## src/rtl/auxcmd_membank_arbiter_pkg.sv

```systemverilog
// ---------------------------------------------------------------------------
// auxcmd_pkg
// Shared constants and types for the aux-command RAM write arbiter.
//   AUXCMD_NUM_BANKS : number of Xillybus write streams / RAM banks
//   AUXCMD_ADDR_W    : RAM word address width
//   AUXCMD_DATA_W    : Xillybus data width
//   AUXCMD_BANK_W    : bank index width
//   auxcmd_wr_t      : one queued RAM write {addr, data}
//   auxcmd_rr_next   : round-robin successor of an index
// ---------------------------------------------------------------------------
package auxcmd_pkg;

    localparam int AUXCMD_NUM_BANKS = 3;
    localparam int AUXCMD_ADDR_W    = 10;
    localparam int AUXCMD_DATA_W    = 16;
    localparam int AUXCMD_XADDR_W   = 16;
    localparam int AUXCMD_BANK_W    = (AUXCMD_NUM_BANKS > 1) ? $clog2(AUXCMD_NUM_BANKS) : 1;

    typedef struct packed {
        logic [AUXCMD_ADDR_W-1:0] addr;
        logic [AUXCMD_DATA_W-1:0] data;
    } auxcmd_wr_t;

    // Successor modulo n; n need not be a power of two.
    function automatic int auxcmd_rr_next(input int idx, input int n);
        return (idx + 1 >= n) ? 0 : idx + 1;
    endfunction

endpackage

```

## src/rtl/auxcmd_membank_arbiter_if.sv

```systemverilog
// ---------------------------------------------------------------------------
// auxcmd_membank_arbiter_if
// Bundles the Xillybus write-stream side and the RAM write-port side of the
// arbiter.
//   quiesce          : link down, synchronous flush
//   req_wren/data    : per-stream write strobe and data
//   req_open         : per-stream open status
//   req_addr/_update : per-stream seek address and load strobe
//   req_full         : per-stream backpressure
//   ram_wr_ready     : RAM port accepts a write this cycle
//   ram_wr_en/bank/addr/data : registered RAM write
//   busy, oob_err    : status
// modport master = stream/RAM environment, modport slave = arbiter.
// ---------------------------------------------------------------------------
interface auxcmd_membank_arbiter_if
    import auxcmd_pkg::*;
#(
    parameter int NUM_REQ = AUXCMD_NUM_BANKS,
    parameter int DATA_W  = AUXCMD_DATA_W,
    parameter int ADDR_W  = AUXCMD_ADDR_W
);
    localparam int BANK_W = (NUM_REQ > 1) ? $clog2(NUM_REQ) : 1;

    logic                                     quiesce;
    logic [NUM_REQ-1:0]                       req_wren;
    logic [NUM_REQ-1:0][DATA_W-1:0]           req_data;
    logic [NUM_REQ-1:0]                       req_open;
    logic [NUM_REQ-1:0][AUXCMD_XADDR_W-1:0]   req_addr;
    logic [NUM_REQ-1:0]                       req_addr_update;
    logic [NUM_REQ-1:0]                       req_full;
    logic                                     ram_wr_ready;
    logic                                     ram_wr_en;
    logic [BANK_W-1:0]                        ram_wr_bank;
    logic [ADDR_W-1:0]                        ram_wr_addr;
    logic [DATA_W-1:0]                        ram_wr_data;
    logic                                     busy;
    logic [NUM_REQ-1:0]                       oob_err;

    modport master (
        output quiesce, req_wren, req_data, req_open, req_addr, req_addr_update, ram_wr_ready,
        input  req_full, ram_wr_en, ram_wr_bank, ram_wr_addr, ram_wr_data, busy, oob_err
    );

    modport slave (
        input  quiesce, req_wren, req_data, req_open, req_addr, req_addr_update, ram_wr_ready,
        output req_full, ram_wr_en, ram_wr_bank, ram_wr_addr, ram_wr_data, busy, oob_err
    );

endinterface

```

## src/rtl/auxcmd_membank_arbiter_req_fifo.sv

```systemverilog
// ---------------------------------------------------------------------------
// auxcmd_req_fifo
// Small per-stream FIFO of pending RAM writes (auxcmd_wr_t entries).
//   clk_i, rst_i : clock, asynchronous active-high reset
//   flush_i      : synchronous empty
//   push_i/din_i : enqueue
//   pop_i/dout_o : dequeue, dout_o shows the head entry (first-word fall-through)
//   count_o      : occupancy, empty_o : count_o == 0
// Push and pop in the same cycle are both honoured, even when full.
// ---------------------------------------------------------------------------
module auxcmd_req_fifo
    import auxcmd_pkg::*;
#(
    parameter  int DEPTH = 2,
    localparam int CNT_W = $clog2(DEPTH) + 1
) (
    input  logic             clk_i,
    input  logic             rst_i,
    input  logic             flush_i,
    input  logic             push_i,
    input  auxcmd_wr_t       din_i,
    input  logic             pop_i,
    output auxcmd_wr_t       dout_o,
    output logic [CNT_W-1:0] count_o,
    output logic             empty_o
);
    localparam int PTR_W = $clog2(DEPTH);

    auxcmd_wr_t       mem_q [DEPTH];
    logic [PTR_W-1:0] wr_ptr_q, rd_ptr_q;
    logic [CNT_W-1:0] count_q;
    logic             do_push, do_pop;

    assign do_pop  = pop_i && (count_q != '0);
    assign do_push = push_i && ((count_q != CNT_W'(DEPTH)) || do_pop);

    always_ff @(posedge clk_i or posedge rst_i) begin
        if (rst_i) begin
            wr_ptr_q <= '0;
            rd_ptr_q <= '0;
            count_q  <= '0;
        end else if (flush_i) begin
            wr_ptr_q <= '0;
            rd_ptr_q <= '0;
            count_q  <= '0;
        end else begin
            // DEPTH is a power of two, so pointers wrap on overflow.
            if (do_push) wr_ptr_q <= wr_ptr_q + PTR_W'(1);
            if (do_pop)  rd_ptr_q <= rd_ptr_q + PTR_W'(1);
            case ({do_push, do_pop})
                2'b10:   count_q <= count_q + CNT_W'(1);
                2'b01:   count_q <= count_q - CNT_W'(1);
                default: count_q <= count_q;
            endcase
        end
    end

    // Storage carries no reset; occupancy alone defines validity.
    always_ff @(posedge clk_i) begin
        if (do_push && !flush_i) mem_q[wr_ptr_q] <= din_i;
    end

    assign dout_o  = mem_q[rd_ptr_q];
    assign count_o = count_q;
    assign empty_o = (count_q == '0);

endmodule

```

## src/rtl/auxcmd_membank_arbiter.sv

```systemverilog
// ---------------------------------------------------------------------------
// auxcmd_membank_arbiter
// Shares the single aux-command RAM write port among NUM_REQ Xillybus
// seekable write streams. Each stream has an address counter and a small
// FIFO; the RAM port is granted round-robin, one write per cycle, and the
// write is registered one edge after the grant.
//   bus_clk : PCIe user clock (all logic)
//   reset   : asynchronous, active-high
//   bus     : auxcmd_membank_arbiter_if.slave (stream side + RAM side)
// Optional feature: define AUXCMD_ARB_BOUNDS_CHECK_EN to drop writes whose
// address is >= BANK_DEPTH and flag them in a sticky oob_err bit per stream.
// Without it oob_err is 0 and every address is written modulo 2^ADDR_W.
// ---------------------------------------------------------------------------
module auxcmd_membank_arbiter
    import auxcmd_pkg::*;
#(
    parameter int NUM_REQ    = AUXCMD_NUM_BANKS,
    parameter int DATA_W     = AUXCMD_DATA_W,
    parameter int ADDR_W     = AUXCMD_ADDR_W,
    parameter int FIFO_DEPTH = 2,
    parameter int BANK_DEPTH = 1024
) (
    input  logic                      bus_clk,
    input  logic                      reset,
    auxcmd_membank_arbiter_if.slave   bus
);
    localparam int BANK_W = (NUM_REQ > 1) ? $clog2(NUM_REQ) : 1;
    localparam int CNT_W  = $clog2(FIFO_DEPTH) + 1;

    logic [NUM_REQ-1:0][ADDR_W-1:0] addr_q, addr_d, tag_addr;
    logic [NUM_REQ-1:0]             full, accept, push, pop, empty, oob_hit;
    logic [NUM_REQ-1:0][CNT_W-1:0]  count;
    auxcmd_wr_t [NUM_REQ-1:0]       fifo_in, fifo_out;
    auxcmd_wr_t                     gnt_entry;

    logic [BANK_W-1:0] rr_q, rr_d, gnt_idx;
    logic              gnt_vld;

    logic              wr_en_q;
    logic [BANK_W-1:0] wr_bank_q;
    logic [ADDR_W-1:0] wr_addr_q;
    logic [DATA_W-1:0] wr_data_q;

    // req_open is status only: closing a stream neither flushes nor moves
    // its counter. Only the low ADDR_W bits of the seek address are used.
    logic unused_in;
    assign unused_in = ^{bus.req_open, bus.req_addr};

    // ---------------- round-robin grant ----------------
    always_comb begin
        int idx;
        idx     = 0;
        gnt_vld = 1'b0;
        gnt_idx = rr_q;
        if (bus.ram_wr_ready && !bus.quiesce) begin
            for (int k = 0; k < NUM_REQ; k++) begin
                idx = int'(rr_q) + k;
                if (idx >= NUM_REQ) idx = idx - NUM_REQ;
                if (!gnt_vld && !empty[idx]) begin
                    gnt_vld = 1'b1;
                    gnt_idx = BANK_W'(idx);
                end
            end
        end
        rr_d = gnt_vld ? BANK_W'(auxcmd_rr_next(int'(gnt_idx), NUM_REQ)) : rr_q;
    end

    always_comb begin
        gnt_entry = '0;
        for (int i = 0; i < NUM_REQ; i++) begin
            pop[i] = gnt_vld && (gnt_idx == BANK_W'(i));
            if (pop[i]) gnt_entry = fifo_out[i];
        end
    end

    // ---------------- per-stream accept / address counter ----------------
    always_comb begin
        for (int i = 0; i < NUM_REQ; i++) begin
            // full looks through this cycle's pop so a lone stream can
            // push every cycle while its head drains.
            full[i]     = (count[i] == CNT_W'(FIFO_DEPTH)) && !pop[i] && !bus.quiesce;
            accept[i]   = bus.req_wren[i] && !full[i] && !bus.quiesce;
            // A coincident seek takes effect for this very write.
            tag_addr[i] = bus.req_addr_update[i] ? bus.req_addr[i][ADDR_W-1:0] : addr_q[i];
            addr_d[i]   = tag_addr[i];
            if (accept[i]) addr_d[i] = tag_addr[i] + ADDR_W'(1);
`ifdef AUXCMD_ARB_BOUNDS_CHECK_EN
            oob_hit[i]  = 32'(tag_addr[i]) >= 32'(BANK_DEPTH);
`else
            oob_hit[i]  = 1'b0;
`endif
            push[i]       = accept[i] && !oob_hit[i];
            fifo_in[i]    = '{addr: tag_addr[i], data: bus.req_data[i]};
        end
    end

    for (genvar g = 0; g < NUM_REQ; g++) begin : g_fifo
        auxcmd_req_fifo #(.DEPTH(FIFO_DEPTH)) u_fifo (
            .clk_i   (bus_clk),
            .rst_i   (reset),
            .flush_i (bus.quiesce),
            .push_i  (push[g]),
            .din_i   (fifo_in[g]),
            .pop_i   (pop[g]),
            .dout_o  (fifo_out[g]),
            .count_o (count[g]),
            .empty_o (empty[g])
        );
    end

    // ---------------- state + output register ----------------
    always_ff @(posedge bus_clk or posedge reset) begin
        if (reset) begin
            addr_q    <= '0;
            rr_q      <= '0;
            wr_en_q   <= 1'b0;
            wr_bank_q <= '0;
            wr_addr_q <= '0;
            wr_data_q <= '0;
        end else if (bus.quiesce) begin
            addr_q  <= '0;
            rr_q    <= '0;
            wr_en_q <= 1'b0;
        end else begin
            addr_q  <= addr_d;
            rr_q    <= rr_d;
            wr_en_q <= gnt_vld;
            if (gnt_vld) begin
                wr_bank_q <= gnt_idx;
                wr_addr_q <= gnt_entry.addr;
                wr_data_q <= gnt_entry.data;
            end
        end
    end

`ifdef AUXCMD_ARB_BOUNDS_CHECK_EN
    logic [NUM_REQ-1:0] oob_q, oob_d;

    always_comb begin
        for (int i = 0; i < NUM_REQ; i++) begin
            oob_d[i] = oob_q[i] && !bus.req_addr_update[i];
            if (accept[i] && oob_hit[i]) oob_d[i] = 1'b1;
        end
    end

    always_ff @(posedge bus_clk or posedge reset) begin
        if (reset)            oob_q <= '0;
        else if (bus.quiesce) oob_q <= '0;
        else                  oob_q <= oob_d;
    end

    assign bus.oob_err = oob_q;
`else
    localparam int UNUSED_BANK_DEPTH = BANK_DEPTH;
    assign bus.oob_err = '0;
`endif

    assign bus.req_full    = full;
    assign bus.ram_wr_en   = wr_en_q;
    assign bus.ram_wr_bank = wr_bank_q;
    assign bus.ram_wr_addr = wr_addr_q;
    assign bus.ram_wr_data = wr_data_q;
    assign bus.busy        = (~empty != '0) || wr_en_q;

endmodule

```

## src/flat_wrapper.sv

```systemverilog
// flat-port wrapper written by rule: the top's interface ports become plain ports
module auxcmd_membank_arbiter_flat import auxcmd_pkg::*;
#(
    parameter int NUM_REQ    = AUXCMD_NUM_BANKS,
    parameter int DATA_W     = AUXCMD_DATA_W,
    parameter int ADDR_W     = AUXCMD_ADDR_W,
    parameter int FIFO_DEPTH = 2,
    parameter int BANK_DEPTH = 1024
)
  (bus_clk, reset, bus_quiesce, bus_req_wren, bus_req_data, bus_req_open, bus_req_addr, bus_req_addr_update, bus_ram_wr_ready, bus_req_full, bus_ram_wr_en, bus_ram_wr_bank, bus_ram_wr_addr, bus_ram_wr_data, bus_busy, bus_oob_err);
  auxcmd_membank_arbiter_if #(.NUM_REQ(NUM_REQ), .DATA_W(DATA_W), .ADDR_W(ADDR_W)) bus_i ();
  input  logic bus_clk;
  input  logic reset;
  input wire logic [$bits(bus_i.quiesce)-1:0] bus_quiesce;
  input wire logic [$bits(bus_i.req_wren)-1:0] bus_req_wren;
  input wire logic [$bits(bus_i.req_data)-1:0] bus_req_data;
  input wire logic [$bits(bus_i.req_open)-1:0] bus_req_open;
  input wire logic [$bits(bus_i.req_addr)-1:0] bus_req_addr;
  input wire logic [$bits(bus_i.req_addr_update)-1:0] bus_req_addr_update;
  input wire logic [$bits(bus_i.ram_wr_ready)-1:0] bus_ram_wr_ready;
  output wire logic [$bits(bus_i.req_full)-1:0] bus_req_full;
  output wire logic [$bits(bus_i.ram_wr_en)-1:0] bus_ram_wr_en;
  output wire logic [$bits(bus_i.ram_wr_bank)-1:0] bus_ram_wr_bank;
  output wire logic [$bits(bus_i.ram_wr_addr)-1:0] bus_ram_wr_addr;
  output wire logic [$bits(bus_i.ram_wr_data)-1:0] bus_ram_wr_data;
  output wire logic [$bits(bus_i.busy)-1:0] bus_busy;
  output wire logic [$bits(bus_i.oob_err)-1:0] bus_oob_err;
  assign bus_i.quiesce = bus_quiesce;
  assign bus_i.req_wren = bus_req_wren;
  assign bus_i.req_data = bus_req_data;
  assign bus_i.req_open = bus_req_open;
  assign bus_i.req_addr = bus_req_addr;
  assign bus_i.req_addr_update = bus_req_addr_update;
  assign bus_i.ram_wr_ready = bus_ram_wr_ready;
  assign bus_req_full = bus_i.req_full;
  assign bus_ram_wr_en = bus_i.ram_wr_en;
  assign bus_ram_wr_bank = bus_i.ram_wr_bank;
  assign bus_ram_wr_addr = bus_i.ram_wr_addr;
  assign bus_ram_wr_data = bus_i.ram_wr_data;
  assign bus_busy = bus_i.busy;
  assign bus_oob_err = bus_i.oob_err;
  auxcmd_membank_arbiter #(.NUM_REQ(NUM_REQ), .DATA_W(DATA_W), .ADDR_W(ADDR_W), .FIFO_DEPTH(FIFO_DEPTH), .BANK_DEPTH(BANK_DEPTH)) u_core (.bus_clk(bus_clk), .reset(reset), .bus(bus_i));
endmodule
```

## config.mk

```make
export PLATFORM = sky130hd
export DESIGN_NAME = auxcmd_membank_arbiter_flat
export DESIGN_NICKNAME = d
export VERILOG_FILES = /design/src/rtl/auxcmd_membank_arbiter_pkg.sv /design/src/rtl/auxcmd_membank_arbiter_if.sv /design/src/rtl/auxcmd_membank_arbiter_req_fifo.sv /design/src/rtl/auxcmd_membank_arbiter.sv /design/src/flat_wrapper.sv
export SDC_FILE = /design/constraint.sdc
export NUM_CORES = 1
export LEC_CHECK = 0
export BUFFER_PORTS_ARGS = -buffer_cell sky130_fd_sc_hd__buf_4
export CAP_MARGIN = 20
export CORE_MARGIN = 2
export CORE_UTILIZATION = 62
export CTS_BUF_LIST = sky130_fd_sc_hd__clkbuf_8 sky130_fd_sc_hd__clkbuf_16
export CTS_CLUSTER_DIAMETER = 100
export DETAILED_ROUTE_END_ITERATION = 8
export GPL_TIMING_DRIVEN = 0
export HOLD_SLACK_MARGIN = 0.12
export PLACE_DENSITY = 0.86
export RECOVER_POWER = 25
export SYNTH_ARGS = -nofsm -noshare
export SYNTH_HDL_FRONTEND = slang
export SYNTH_SLANG_ARGS = --single-unit
```

## constraint.sdc

```tcl
create_clock -name bus_clk -period 14 [get_ports bus_clk]
set_input_delay 2.8 -clock bus_clk [delete_from_list [all_inputs] [get_ports bus_clk]]
set_output_delay 2.8 -clock bus_clk [all_outputs]
set_load 0.1 [all_outputs]
```

==> run_results.csv <==
group,metric,value,unit
status,status,"complete, but fails checks",
status,violations,"max-capacitance violations, max-slew violations",
setup_path,setup.worst_path.class,"input port to output port",
setup_path,cp-start-kind,"input port",
placement,dp_slack,6371,ps
power_and_ir_drop,p_leak,4.588,nW
placement,portBuffers,116,
synthesis,synth_top_flop_cell,"edfxtp_1",
setup_path,cpMaxStageDelayCell,"a2111oi_2",
die,die_area,0.01780,mm²
clocking,root_buffer,"clkbuf_16",
synthesis,syn_area,0.01038,mm²
power_and_ir_drop,vdd_drop_max,0.0001731,V
clocking,cts_hold_buf,0,
clocking,cts_resized,0,
power_and_ir_drop,power.density,180.3,mW/mm²
timing,rsz0062_at_grt,"false",
clocking,cts_buffers,23,
clocking,htree_levels,1,
job,cap_violations,1,
die,die_y,133.4,µm
die,initial_core_util,63.05,%
grt,grt_pass1_vias,7539,
grt,grt_max_degree,50,
synthesis,ys_ff_latch,229,
cells_and_area,multi_input_area,0.003526,mm²
timing,timing.hold.ws,500.1,ps
worst_hold_path,hold_class,"flop to flop",
setup_path,crit_buf_inv,4,
setup_path,cp-startpoint,"bus_quiesce",
cells_and_area,regArea,0.006511,mm²
clocking,clockBufferDepth,3,
setup_path,reg2reg_from,"u_core.rr_q[0]$_DFFE_PP0P_",
timing,fin_ws,6309,ps
synthesis,synth-seq-area-share,62.72,%
clocking,clk_latency,520,ps
clocking,path_clk_slew,60,ps
timing,fin_crit,7691,ps
detailed_routing,via_count,7591,
setup_path,cpLargestDelayFamily,"buffers and inverters",
cells_and_area,drive_gt1_share,27.71,%
clocking,clock_sinks,229,
die,core_area,0.01647,mm²
die,rows,47,
timing,max_slew_margin,-77.41,%
timing,setup_viol,0,
detailed_routing,drt-vias-per-instance,6.433,
timing,report.final.hold_viol_count,0,
setup_path,slowest_delay,580,ps
placement,hpwl,18.57,mm
power_and_ir_drop,p_total,2.228,mW
timing,clock.fmax,130.0,MHz
grt,grt-ovfl-total,0,
clocking,cts_tree,"built",
clocking,post_cts_buffers,0,
synthesis,synth_edf_count,156,
setup_path,required,11200,ps
grt,antenna_found_initial,0,
cells_and_area,syn2layout_area_growth,19.07,%
synthesis,async_flop_share,31.88,%
setup_path,cp_cell_sequence,"buf_4, nor2b_1, nand2_2, a2111oi_2, buf_2, buf_2, nor2_1, buf_4",
setup_path,arrival,4890,ps
detailed_routing,drt_wl_total,25.97,mm
detailed_routing,ant_nets,0,
die,ioPinCount,145,
timing,post-route-period-util,54.93,%
grt,grt_pass1_wl,40.35,mm
timing,tightest_slew,2661,ps
grt,grt_use_total,29.23,%
timing,skew,13.90,ps
placement,routabilityCongestion,0.8751,
setup_path,end_kind,"output port",
synthesis,yosysWarnings,0,
die,die_x,133.4,µm
cells_and_area,n_antenna_cell,0,
synthesis,syn_inst,786,
cells_and_area,fillCellCount,1017,
detailed_routing,first_iter_violations,657,
detailed_routing,drt_pre_antenna_iters,5,
detailed_routing,routedWlPerCell,22.01,µm
worst_hold_path,min_from,"u_core.bus.ram_wr_bank[0]$_DFFE_PP0P_",
detailed_routing,drc,0,
timing,maxSlewViolCount,50,
synthesis,synth_cell_types,73,
synthesis,synth.avg_cell_area,13.21,µm²
cells_and_area,nets,1058,
timing,fin_setup_tns,0,ps
setup_path,path_max_fanout,10,
==> power by group <==
group	total [mW]	internal [mW]	leakage [nW]	switching, mW
combinational	0.801	0.204	1.86	0.597
sequential	0.848	0.803	2.37	0.0447
clock	0.579	0.323	0.365	0.256
==> metal layers <==
metal	global-route usage [%]	up-vias	wire length, µm
met5	0	-	0
met3	5.137	73	2506
li1	-	3352	-
met2	49.68	439	12880
met4	9.397	0	759
met1	38.75	3727	9825
==> worst register-to-register path, cell delays in order (launching register included) <==
cell	delay, ps
dfrtp_1	460
inv_1	110
ha_1	380
buf_2	250
o21bai_1	150
a21oi_1	100
a211oi_2	330
o21ai_1	380
o31ai_2	540
buf_2	300
nand2_1	130
nor3b_2	660
buf_8	240
buf_6	170
==> cell usage after synthesis, drive strengths merged, types with 2 or more instances <==
cell | instances | area share [%]
a32oi | 2 | 0.17
a21o | 3 | 0.22
mux2i | 39 | 3.8
o21a | 4 | 0.29
and3 | 4 | 0.24
o31ai | 2 | 0.19
o32ai | 2 | 0.17
a2111oi | 3 | 0.37
o31a | 3 | 0.25
nor2 | 27 | 0.98
a311oi | 2 | 0.34
or3 | 12 | 0.72
a31oi | 34 | 2.0
and4 | 3 | 0.25
o21bai | 3 | 0.22
clkbuf | 30 | 1.1
buf | 29 | 1.6
nor3 | 22 | 1.1
xnor2 | 11 | 0.93
a211oi | 9 | 0.70
mux2 | 71 | 7.7
inv | 27 | 0.98
a21oi | 50 | 2.4
edfxtp | 156 | 45
ha | 6 | 0.72
xor2 | 2 | 0.17
or4 | 2 | 0.18
nand2b | 8 | 0.48
o2bb2ai | 2 | 0.29
or2 | 3 | 0.18
nand4 | 4 | 0.24
nor3b | 4 | 0.29
nand3 | 9 | 0.43
o21ai | 23 | 1.1
nand2 | 23 | 0.86
nor2b | 3 | 0.18
o22ai | 26 | 1.6
dfrtp | 73 | 18
nor4 | 33 | 2.2
==> layout by cell type (no fill, tap or decap), drive strengths merged, types with 8 or more instances in the layout <==
master / Yosys / final
nand2: 23 / 23
mux2i: 39 / 39
buf: 29 / 109
nor3: 22 / 22
nand2b: 8 / 8
a211oi: 9 / 9
a31oi: 34 / 34
mux2: 71 / 71
nor2: 27 / 27
clkinv: 0 / 8
nand3: 9 / 9
or3: 12 / 12
inv: 27 / 32
a21oi: 50 / 50
edfxtp: 156 / 156
dfrtp: 73 / 73
nor4: 33 / 33
o21ai: 23 / 23
xnor2: 11 / 11
clkbuf: 30 / 107
o22ai: 26 / 26
==> per-stage QoR <==
step | instance area (µm²) | utilization, % | instances
floorplan | 10390 | - | 788
global placement | 11530 | 70.05 | 1124
global route | 12360 | 75.07 | 1180
detailed placement | 11740 | 71.29 | 1138
finish | 12360 | 75.07 | 1180
CTS | 12450 | 75.63 | 1180
==> state kept, by name, summed over array words and instances (netlist names) <==
name and cells:
u_core.g_fifo.u_fifo.wr_ptr_q 3, u_core.bus.ram_wr_en 1, u_core.bus.ram_wr_addr 10, u_core.bus.ram_wr_data 16
u_core.rr_q 2, u_core.g_fifo.u_fifo.rd_ptr_q 3, u_core.g_fifo.u_fifo.count_o 6, u_core.g_fifo.u_fifo.mem_q 156
u_core.addr_q 30, u_core.bus.ram_wr_bank 2
==> path summary, 6_finish.rpt <==
kind                                                                       to  slack (ps)  cells past startpoint
worst max-delay path                                          bus_req_full[0]        6310                      8
worst min-delay path                    u_core.bus.ram_wr_bank[0]$_DFFE_PP0P_         500                      2
worst max register to register  u_core.g_fifo[1].u_fifo.mem_q[1][6]$_DFFE_PP_        9520                     13
worst min register to register          u_core.bus.ram_wr_bank[0]$_DFFE_PP0P_         500                      2
max in group asynchronous              u_core.bus.ram_wr_data[12]$_DFFE_PP0P_        8480                      3
min in group asynchronous               u_core.bus.ram_wr_bank[0]$_DFFE_PP0P_        2500                      2
==> cell type report <==
cell class / instances / share of cell area (%)
well taps: 220 / 2.227
multi-input cells: 473 / 28.53
clock inverters: 15 / 0.6782
flip-flops and latches: 229 / 52.68
inverters: 27 / 0.8300
repair buffers: 130 / 7.683
plain buffers: 59 / 2.278
clock buffers: 27 / 5.102
==> cell families (layout without fill, tap and decap cells) <==
family,Yosys count,after routing,synth area share (%)
flip-flops,229,229,62.72
AO/OA/AOI/OAI,180,180,11.57
AND/OR/NAND/NOR,161,161,8.666
multiplexers,110,110,11.50
buffers and inverters,86,258,3.688
XOR/XNOR,13,13,1.097
adder cells (fa/ha/maj),6,6,0.7231
other,1,3,0.03612
No activity file was read; power rests on OpenSTA's default activity.
